## config.mk

```make
export PLATFORM = sky130hd
export DESIGN_NAME = cr_prefix_rec_seq
export DESIGN_NICKNAME = d
export VERILOG_FILES = /design/src/rtl/cr_prefix_rec_seq_pkg.sv /design/src/rtl/cr_prefix_rec_seq.sv
export SDC_FILE = /design/constraint.sdc
export NUM_CORES = 1
export LEC_CHECK = 0
export BUFFER_PORTS_ARGS = -buffer_cell sky130_fd_sc_hd__buf_2
export CORE_ASPECT_RATIO = 1.5
export CORE_MARGIN = 1.5
export CORE_UTILIZATION = 54
export CTS_BUF_LIST = sky130_fd_sc_hd__clkbuf_8
export CTS_CLUSTER_SIZE = 16
export DETAILED_ROUTE_END_ITERATION = 7
export GPL_TIMING_DRIVEN = 0
export PLACE_DENSITY = 0.92
export SLEW_MARGIN = 0
export SYNTH_ARGS = -nofsm -noshare
export SYNTH_HDL_FRONTEND = slang
export SYNTH_SLANG_ARGS = --single-unit
```

## constraint.sdc

```tcl
create_clock -name clk -period 2.35 [get_ports clk]
set_input_delay 0.235 -clock clk [delete_from_list [all_inputs] [get_ports clk]]
set_output_delay 0.235 -clock clk [all_outputs]
set_load 0.01 [all_outputs]
```

## src/rtl/cr_prefix_rec_seq_pkg.sv

```systemverilog
`default_nettype none
// ============================================================================
// Package : cr_prefixPKG
// Brief   : Shared types for the prefix recognizer: prefix word/record types
//           and the sequencer state encoding.
// Rev     : 1.0  initial release
// ============================================================================
package cr_prefixPKG;

  // Prefix record produced by the recognizer into the prefix FIFO
  localparam int PREFIX_LEN_W  = 8;
  localparam int PREFIX_CODE_W = 24;
  localparam int PREFIX_W      = PREFIX_LEN_W + PREFIX_CODE_W;

  typedef logic [PREFIX_W-1:0] prefix_word_t;

  typedef struct packed {
    logic [PREFIX_LEN_W-1:0]  len;
    logic [PREFIX_CODE_W-1:0] code;
  } prefix_t;

  // Width of the RUN watchdog timer (matches cfg_timeout)
  localparam int TIMER_W = 16;

  // Sequencer state encoding; values are visible on seq_state for debug
  typedef enum logic [2:0] {
    ST_IDLE    = 3'd0,
    ST_WAIT_FE = 3'd1,
    ST_POP     = 3'd2,
    ST_START   = 3'd3,
    ST_RUN     = 3'd4,
    ST_ERR     = 3'd5
  } seq_state_e;

endpackage
`default_nettype wire

```

## src/rtl/cr_prefix_rec_seq.sv

```systemverilog
`default_nettype none
// ============================================================================
// Module  : cr_prefix_rec_seq
// Brief   : Frame sequencer for the prefix recognizer. Waits for all four
//           feature buffers and prefix-FIFO room, pops the buffers, starts
//           the recognizer, then supervises the run with an optional
//           watchdog timer and counts completed frames.
// Rev     : 1.0  initial release
// ============================================================================
module cr_prefix_rec_seq
  import cr_prefixPKG::*;
#(
  parameter int IM_AW = 10,
  parameter int CNT_W = 16
) (
  input  logic             clk,
  input  logic             rst,
  input  logic             cfg_en,
  input  logic [IM_AW-1:0] cfg_start_addr,
  input  logic [15:0]      cfg_timeout,
  input  logic             err_clr,
  input  logic [3:0]       fe_ib_empty,
  output logic             seq_fe_rd,
  output logic             seq_start,
  output logic [IM_AW-1:0] seq_start_addr,
  input  logic             rec_done,
  input  logic             pf_afull,
  output logic             seq_hold,
  output logic             seq_busy,
  output logic             seq_err,
  output logic [CNT_W-1:0] seq_frame_cnt,
  output logic [2:0]       seq_state
);

  seq_state_e         state;
  seq_state_e         state_nxt;
  logic [TIMER_W-1:0] timer;
  logic [CNT_W-1:0]   frame_cnt;
  logic               err;
  logic [IM_AW-1:0]   start_addr;

  logic timer_en;
  logic timer_tick;
  logic timer_expire;

  // The timer only runs in RUN, only when enabled, and freezes while the
  // recognizer is held by prefix-FIFO backpressure. Expiry is the tick that
  // takes the timer to zero (a zero timer is treated as already expired).
  assign timer_en     = (cfg_timeout != '0);
  assign timer_tick   = (state == ST_RUN) && timer_en && !pf_afull;
  assign timer_expire = timer_tick && (timer <= TIMER_W'(1));

  // State register
  always_ff @(posedge clk) begin
    if (rst) begin
      state <= ST_IDLE;
    end else begin
      state <= state_nxt;
    end
  end

  // Next-state logic; once a frame is popped it always runs to completion,
  // so cfg_en is only consulted in IDLE, WAIT_FE and at the end of RUN.
  always_comb begin
    state_nxt = state;
    case (state)
      ST_IDLE: begin
        if (cfg_en) state_nxt = ST_WAIT_FE;
      end
      ST_WAIT_FE: begin
        if (!cfg_en) begin
          state_nxt = ST_IDLE;
        end else if ((fe_ib_empty == 4'b0000) && !pf_afull) begin
          state_nxt = ST_POP;
        end
      end
      ST_POP: begin
        state_nxt = ST_START;
      end
      ST_START: begin
        state_nxt = ST_RUN;
      end
      ST_RUN: begin
        // rec_done wins over a coincident timer expiry
        if (rec_done) begin
          state_nxt = cfg_en ? ST_WAIT_FE : ST_IDLE;
        end else if (timer_expire) begin
          state_nxt = ST_ERR;
        end
      end
      ST_ERR: begin
        if (err_clr) state_nxt = ST_IDLE;
      end
      default: begin
        state_nxt = ST_IDLE;
      end
    endcase
  end

  // Timer, frame counter, sticky error and registered start address
  always_ff @(posedge clk) begin
    if (rst) begin
      timer      <= '0;
      frame_cnt  <= '0;
      err        <= 1'b0;
      start_addr <= '0;
    end else begin
      // Captured on entry to START so the address output is a pure register
      start_addr <= (state_nxt == ST_START) ? cfg_start_addr : '0;

      if (state == ST_START) begin
        timer <= cfg_timeout;
      end else if (timer_tick && (timer != '0)) begin
        timer <= timer - TIMER_W'(1);
      end

      if ((state == ST_RUN) && rec_done) begin
        frame_cnt <= frame_cnt + CNT_W'(1);
      end

      if ((state == ST_RUN) && (state_nxt == ST_ERR)) begin
        err <= 1'b1;
      end else if ((state == ST_ERR) && err_clr) begin
        err <= 1'b0;
      end
    end
  end

  // Output decode from registered state; seq_hold is the only input-fed path
  always_comb begin
    seq_fe_rd      = (state == ST_POP);
    seq_start      = (state == ST_START);
    seq_start_addr = start_addr;
    seq_hold       = (state == ST_RUN) && pf_afull;
    seq_busy       = (state != ST_IDLE) && (state != ST_ERR);
    seq_err        = err;
    seq_frame_cnt  = frame_cnt;
    seq_state      = state;
  end

endmodule
`default_nettype wire

```

# --- Yosys cells after proc, flatten, opt, wreduce, memory -nomap -nowiden ---
# Index checks and enable logic that the tools add are counted.
totals:
  latchBits: 0
  out_inout_bits: 34
  memories: 0
  mem_bits_rw: 0
  mem_bits_ro: 0
  regBits: 46
  wordCells: 48
op_classes:
  n_addsub: 2
  n_lt_le_gt_ge: 1
  n_mux: 12
  n_reduce_logical: 19
  bitwise: 1
  n_shift: 0
  n_div: 0
  n_eq_ne: 8
  mul: 0
ops:
  columns: ["operator", "count"]
  rows:
  - ["$mux W16", 2]
  - ["$reduce_bool A16 Y1", 2]
  - ["$mux W3", 6]
  - ["$pmux W3 S6", 1]
  - ["$add A16 B1 Y16 const B", 1]
  - ["$le A16 B1 Y1 const B", 1]
  - ["$sub A16 B1 Y16 const B", 1]
  - ["$logic_and A1 B1 Y1", 10]
  - ["$eq A3 B2 Y1 const B", 3]
  - ["$eq A3 B3 Y1 const B", 3]
  - ["$logic_not A4 Y1", 1]
  - ["$reduce_bool A2 Y1", 2]
  - ["$eq A3 B1 Y1 const B", 1]
  - ["$logic_not A3 Y1", 1]
  - ["$mux W1", 3]
  - ["$ne A3 B3 Y1 const B", 1]
  - ["$reduce_bool A3 Y1", 1]
  - ["$reduce_or A2 Y1", 1]
  - ["$logic_not A1 Y1", 1]
  - ["$not A1 Y1", 1]

# --- Depth between registers and ports, before layout ---
logic_depth:
  ltp_word: 10
  ltp_mapped: 8
  mapped_depth_nobuf: 7

# --- Least setup slack after synthesis ---
# No wires, ideal clock.
synth_timing:
  path_kind: "reg-to-reg"
  startpoint: "register timer[0]"
  endpoint: "register timer[15]"
  required_time_ps: 2233
  setup_slack_ps: 187
  path_stages_with_launch: 9
  period_less_slack_ps: 2163
  arrival_time_ps: 2045
  n_path_buf: 1
  path_cell_list: "dfxtp_1 -> inv_1 -> ha_1 -> or4b_2 -> or4_1 -> buf_6 -> nand4_2 -> mux2i_1 -> nand2_1"
synth_via:
  elab_chain_cells: 3
synth_lines:
  columns: ["element", "line", "rtl"]
  rows:
  - ["start, declared", "cr_prefix_rec_seq.sv:37", "logic [TIMER_W-1:0] timer;"]
  - ["start signal, assigned", "cr_prefix_rec_seq.sv:112", "timer <= cfg_timeout;"]
  - ["start signal, assigned", "cr_prefix_rec_seq.sv:114", "timer <= timer - TIMER_W'(1);"]
  - ["$sub A16 B1 Y16 or $reduce_bool A16 Y1 (tied branches)", "cr_prefix_rec_seq.sv:114, cr_prefix_rec_seq.sv:113", null]
  - ["$mux W16 or $logic_and A1 B1 Y1 (tied branches)", "cr_prefix_rec_seq.sv:113", "end else if (timer_tick && (timer != '0)) begin"]
  - ["$mux W16 or $reduce_bool A2 Y1 (tied branches)", null, null]
# Several ways; a longest one is shown, not always the timed one. The select of a mux whose other input is x is not followed.
# A chain may end at the register's enable or synchronous reset.

# --- Worst setup path after layout ---
layout_timing:
  startpoint: "register timer[4]"
  endpoint: "register timer[15]"
# The elaborated chain is that of the path after synthesis.

==> results.toml <==
[cts]
cts_hold_buf = 0
clkTransAtPathRegs_ps = 100
cts_buffer_depth = 2
cts_tree = "done"
clock_sinks = 46
insertion_delay_ps = 310
htreeDepth = 2
numCtsBuffers = 5
cts_root_buf = "clkbuf_8"

[logic_synthesis]
yosys.area.top_type_share = 0.371
yosys_warnings = 0
synth-seq-cells = 46
syn_area_per_cell_um2 = 8.47
ys_seq_area_frac = 0.371
syn_nets = 333
synthArstFlopShare = 0
syn-cell-area_um2 = 2480
synthFlopType = "dfxtp_1"
synth_cell_types = 54
syn-instance-count = 293
synth_edf_count = 0
synth_top_cell_by_area = "dfxtp_1"
synth_area_leaders = "dfxtp_1, nor2_1, and2_1"

[finish]
area_growth_pct = 23.0
stdcell_count = 419
seq_area_um2 = 925
nNetsFinal = 410
n_antenna_cell = 0
multi_input_area_um2 = 1450
fillers = 351
drive_above_1_share = 0.294
final_area_um2 = 3050

[placed_design]
post-place-ws_ps = -162
place_area_um2 = 2880
globalplace.congestion = 0.943
dp_cells = 409
dp_hpwl_um = 4730
portBuffers = 68

[critical_path]
critPathKind = "register to register"
crit_chain = "or4_4 -> buf_6 -> or4_1 -> buf_6 -> nand4_2 -> mux2i_1 -> nand2_1"
cp_max_fo = 8
cp.depth = 7
worstSetupEndpoint = "timer[15]$_SDFFE_PP0P_"
critPathBufInv = 2
required_ps = 2540
start_kind = "register"
cp_slowest_cell = "or4_4"
crit_path_start = "timer[4]$_SDFFE_PP0P_"
crit_path_end_kind = "register"
arrival_ps = 2470
r2r_end = "timer[15]$_SDFFE_PP0P_"
reg2reg_depth = 7
crit_family = "simple AND/OR/NAND/NOR gates"
r2r_start = "timer[4]$_SDFFE_PP0P_"
r2r_slack_ps = 80
critPathMaxStageDelay_ps = 530
cp_common_cell = "buf_6"

[global_routing]
grtUsageMet2 = 0.473
antenna_found_initial = 0
grt-busiest-layer = "met2"
grt_usage = 0.259
grt_pass1_wl_um = 10400
use_met1 = 0.287
grt_pass1_vias = 2345
grt_max_degree = 16
grt-ovfl-total = 0
met3_usage = 0.0437

[die]
die_w_um = 58.4
fp.dieH_um = 86.0
initial_core_util = 0.556
io_pins = 70
fp-row-count = 30
coreArea_um2 = 4470
dieArea_um2 = 5020

[power]
powerDensity_nw_per_um2 = 482
seq_power_share = 0.530
p_sw_frac = 0.227
p_comb_frac = 0.058
p_leak_nw = 1.28
clockPowerShare = 0.412
p_int_mw = 1.14
p_switching_mw = 0.334
max-vdd-ir-drop_mv = 0.256

[sta]
drv_slew = 0
period_needed_ps = 2270
tightest_slew_ps = 516
worst_slack_ps = 78.6
rsz0062_at_grt = "no"
finalHoldViolCount = 0
final-setup-viol-count = 0
slew_headroom = 0.653
fin_crit_sh = 0.967
fin_worst_skew_ps = 9.73
hold_ws_ps = 127
fmax_mhz = 440

[route]
wl_um = 6650
first_pass_iters = 5
viasPerCell = 6.25
ant_nets = 0
wl_per_cell_um = 15.9
drtIter0Drc = 158
drc = 0
via_count = 2617

[job]
drv_cap = 0

[status]
status = "finished, final reports clean"

[min_path]
min_from = "cfg_start_addr[8]"
hp-class = "input pin to register"
flip-flops by register name, summed over array words and instances (netlist names):
register / flops
timer: 16
seq_frame_cnt: 16
seq_state: 3
seq_start_addr: 10
seq_err: 1
synthesized netlist by cell type (2+ instances only):
master,instances
inv_1,10
ha_1,4
or3_1,12
nor3_1,8
or3_2,2
a21oi_1,12
dfxtp_1,46
o211ai_1,7
o311ai_0,4
nand3_1,9
or3b_2,2
a21o_1,2
and3_1,4
nor4_1,11
a31oi_1,8
buf_6,3
clkbuf_8,2
nor3b_1,3
and4_1,2
a22oi_1,4
nor2_1,24
nor2b_1,4
clkbuf_1,9
or4_1,8
mux2i_1,2
nand4_1,7
a211oi_1,4
xnor2_1,7
nand2_1,19
and2_1,12
o21ai_0,13
xor2_1,4
buf_2,4
worst min path at each step:
stage | end | slack, ps | depth (start not counted)
3_3_place_gp | seq_start_addr[1]$_SDFF_PP0_ | 440 | 2
2_1_floorplan | seq_start_addr[0]$_SDFF_PP0_ | 360 | 1
3_5_place_dp | seq_start_addr[9]$_SDFF_PP0_ | 440 | 2
6_report | seq_start_addr[8]$_SDFF_PP0_ | 130 | 2
5_1_grt | seq_start_addr[6]$_SDFF_PP0_ | 130 | 2
4_1_cts | seq_start_addr[1]$_SDFF_PP0_ | 130 | 2
timing repair:
item                       4_1_cts  5_1_grt
setup endpoints to repair        2       26
pin swaps                        0        4
setup buffers                    0        1
gates cloned                     0        1
gates resized for setup          2       14
area by class of cell:
| cell class | instances | area share |
|---|---|---|
| buffer | 19 | 0.0406 |
| clock buffer | 5 | 0.0225 |
| clock inverter | 3 | 0.0143 |
| inverter | 10 | 0.0123 |
| multi-input combinational | 219 | 0.474 |
| sequential | 46 | 0.303 |
| tap | 48 | 0.0197 |
| timing repair buffer | 69 | 0.114 |
metrics by stage:
stage | power (mW) | utilization | TNS (ps)
final | 1.47 | 0.683 | 0
after global routing | 1.51 | 0.683 | 0
after CTS | 1.47 | 0.672 | 0
after detailed placement | 0.882 | 0.645 | -720
after global placement | 0.881 | 0.645 | -395
after floorplan | 0.836 | - | 0
power groups by stage:
stage | Sequential, mW | Clock, mW | Combinational, mW
6_report | 0.780 | 0.606 | 0.0856
5_1_grt | 0.780 | 0.641 | 0.0933
4_1_cts | 0.781 | 0.602 | 0.0834
3_5_place_dp | 0.799 | 0 | 0.0830
3_3_place_gp | 0.799 | 0 | 0.0815
2_1_floorplan | 0.800 | 0 | 0.0363
cell families (layout without fill, tap and decap cells):
group / Yosys count / in the layout / synth area share
mux: 2 / 2 / 0.00806
buf+inv: 29 / 106 / 0.0635
compound gates: 61 / 62 / 0.167
xor+xnor: 11 / 11 / 0.0388
fa+ha+maj: 4 / 4 / 0.0202
flops: 46 / 46 / 0.371
simple gates: 140 / 140 / 0.332
layer usage:
layer | vias to the layer above | part of all wire | wire length, um
li1 | 1248 | - | -
met1 | 1212 | 0.38 | 2530
met2 | 142 | 0.52 | 3470
met3 | 15 | 0.079 | 527
met4 | 0 | 0.018 | 118
met5 | - | 0 | 0
cell usage in the layout, fill, tap and decap left out, drive strengths merged, types with 2 or more instances in the layout:
master,count
o21ai,13
nand2,19
and4,2
inv,11
a211oi,4
a22oi,4
o311ai,4
buf,77
or3b,2
a21o,2
or3,15
nor2b,4
mux2i,2
a21oi,12
nor2,25
and3,4
and2,12
dfxtp,46
xnor2,7
nor4,12
nor3b,3
a31oi,8
clkbuf,16
xor2,4
nand4,8
ha,4
o211ai,7
or4b,2
or4,9
a311oi,3
nand3,9
nor3,8
Note: power is estimated with default switching activity, not from simulation.
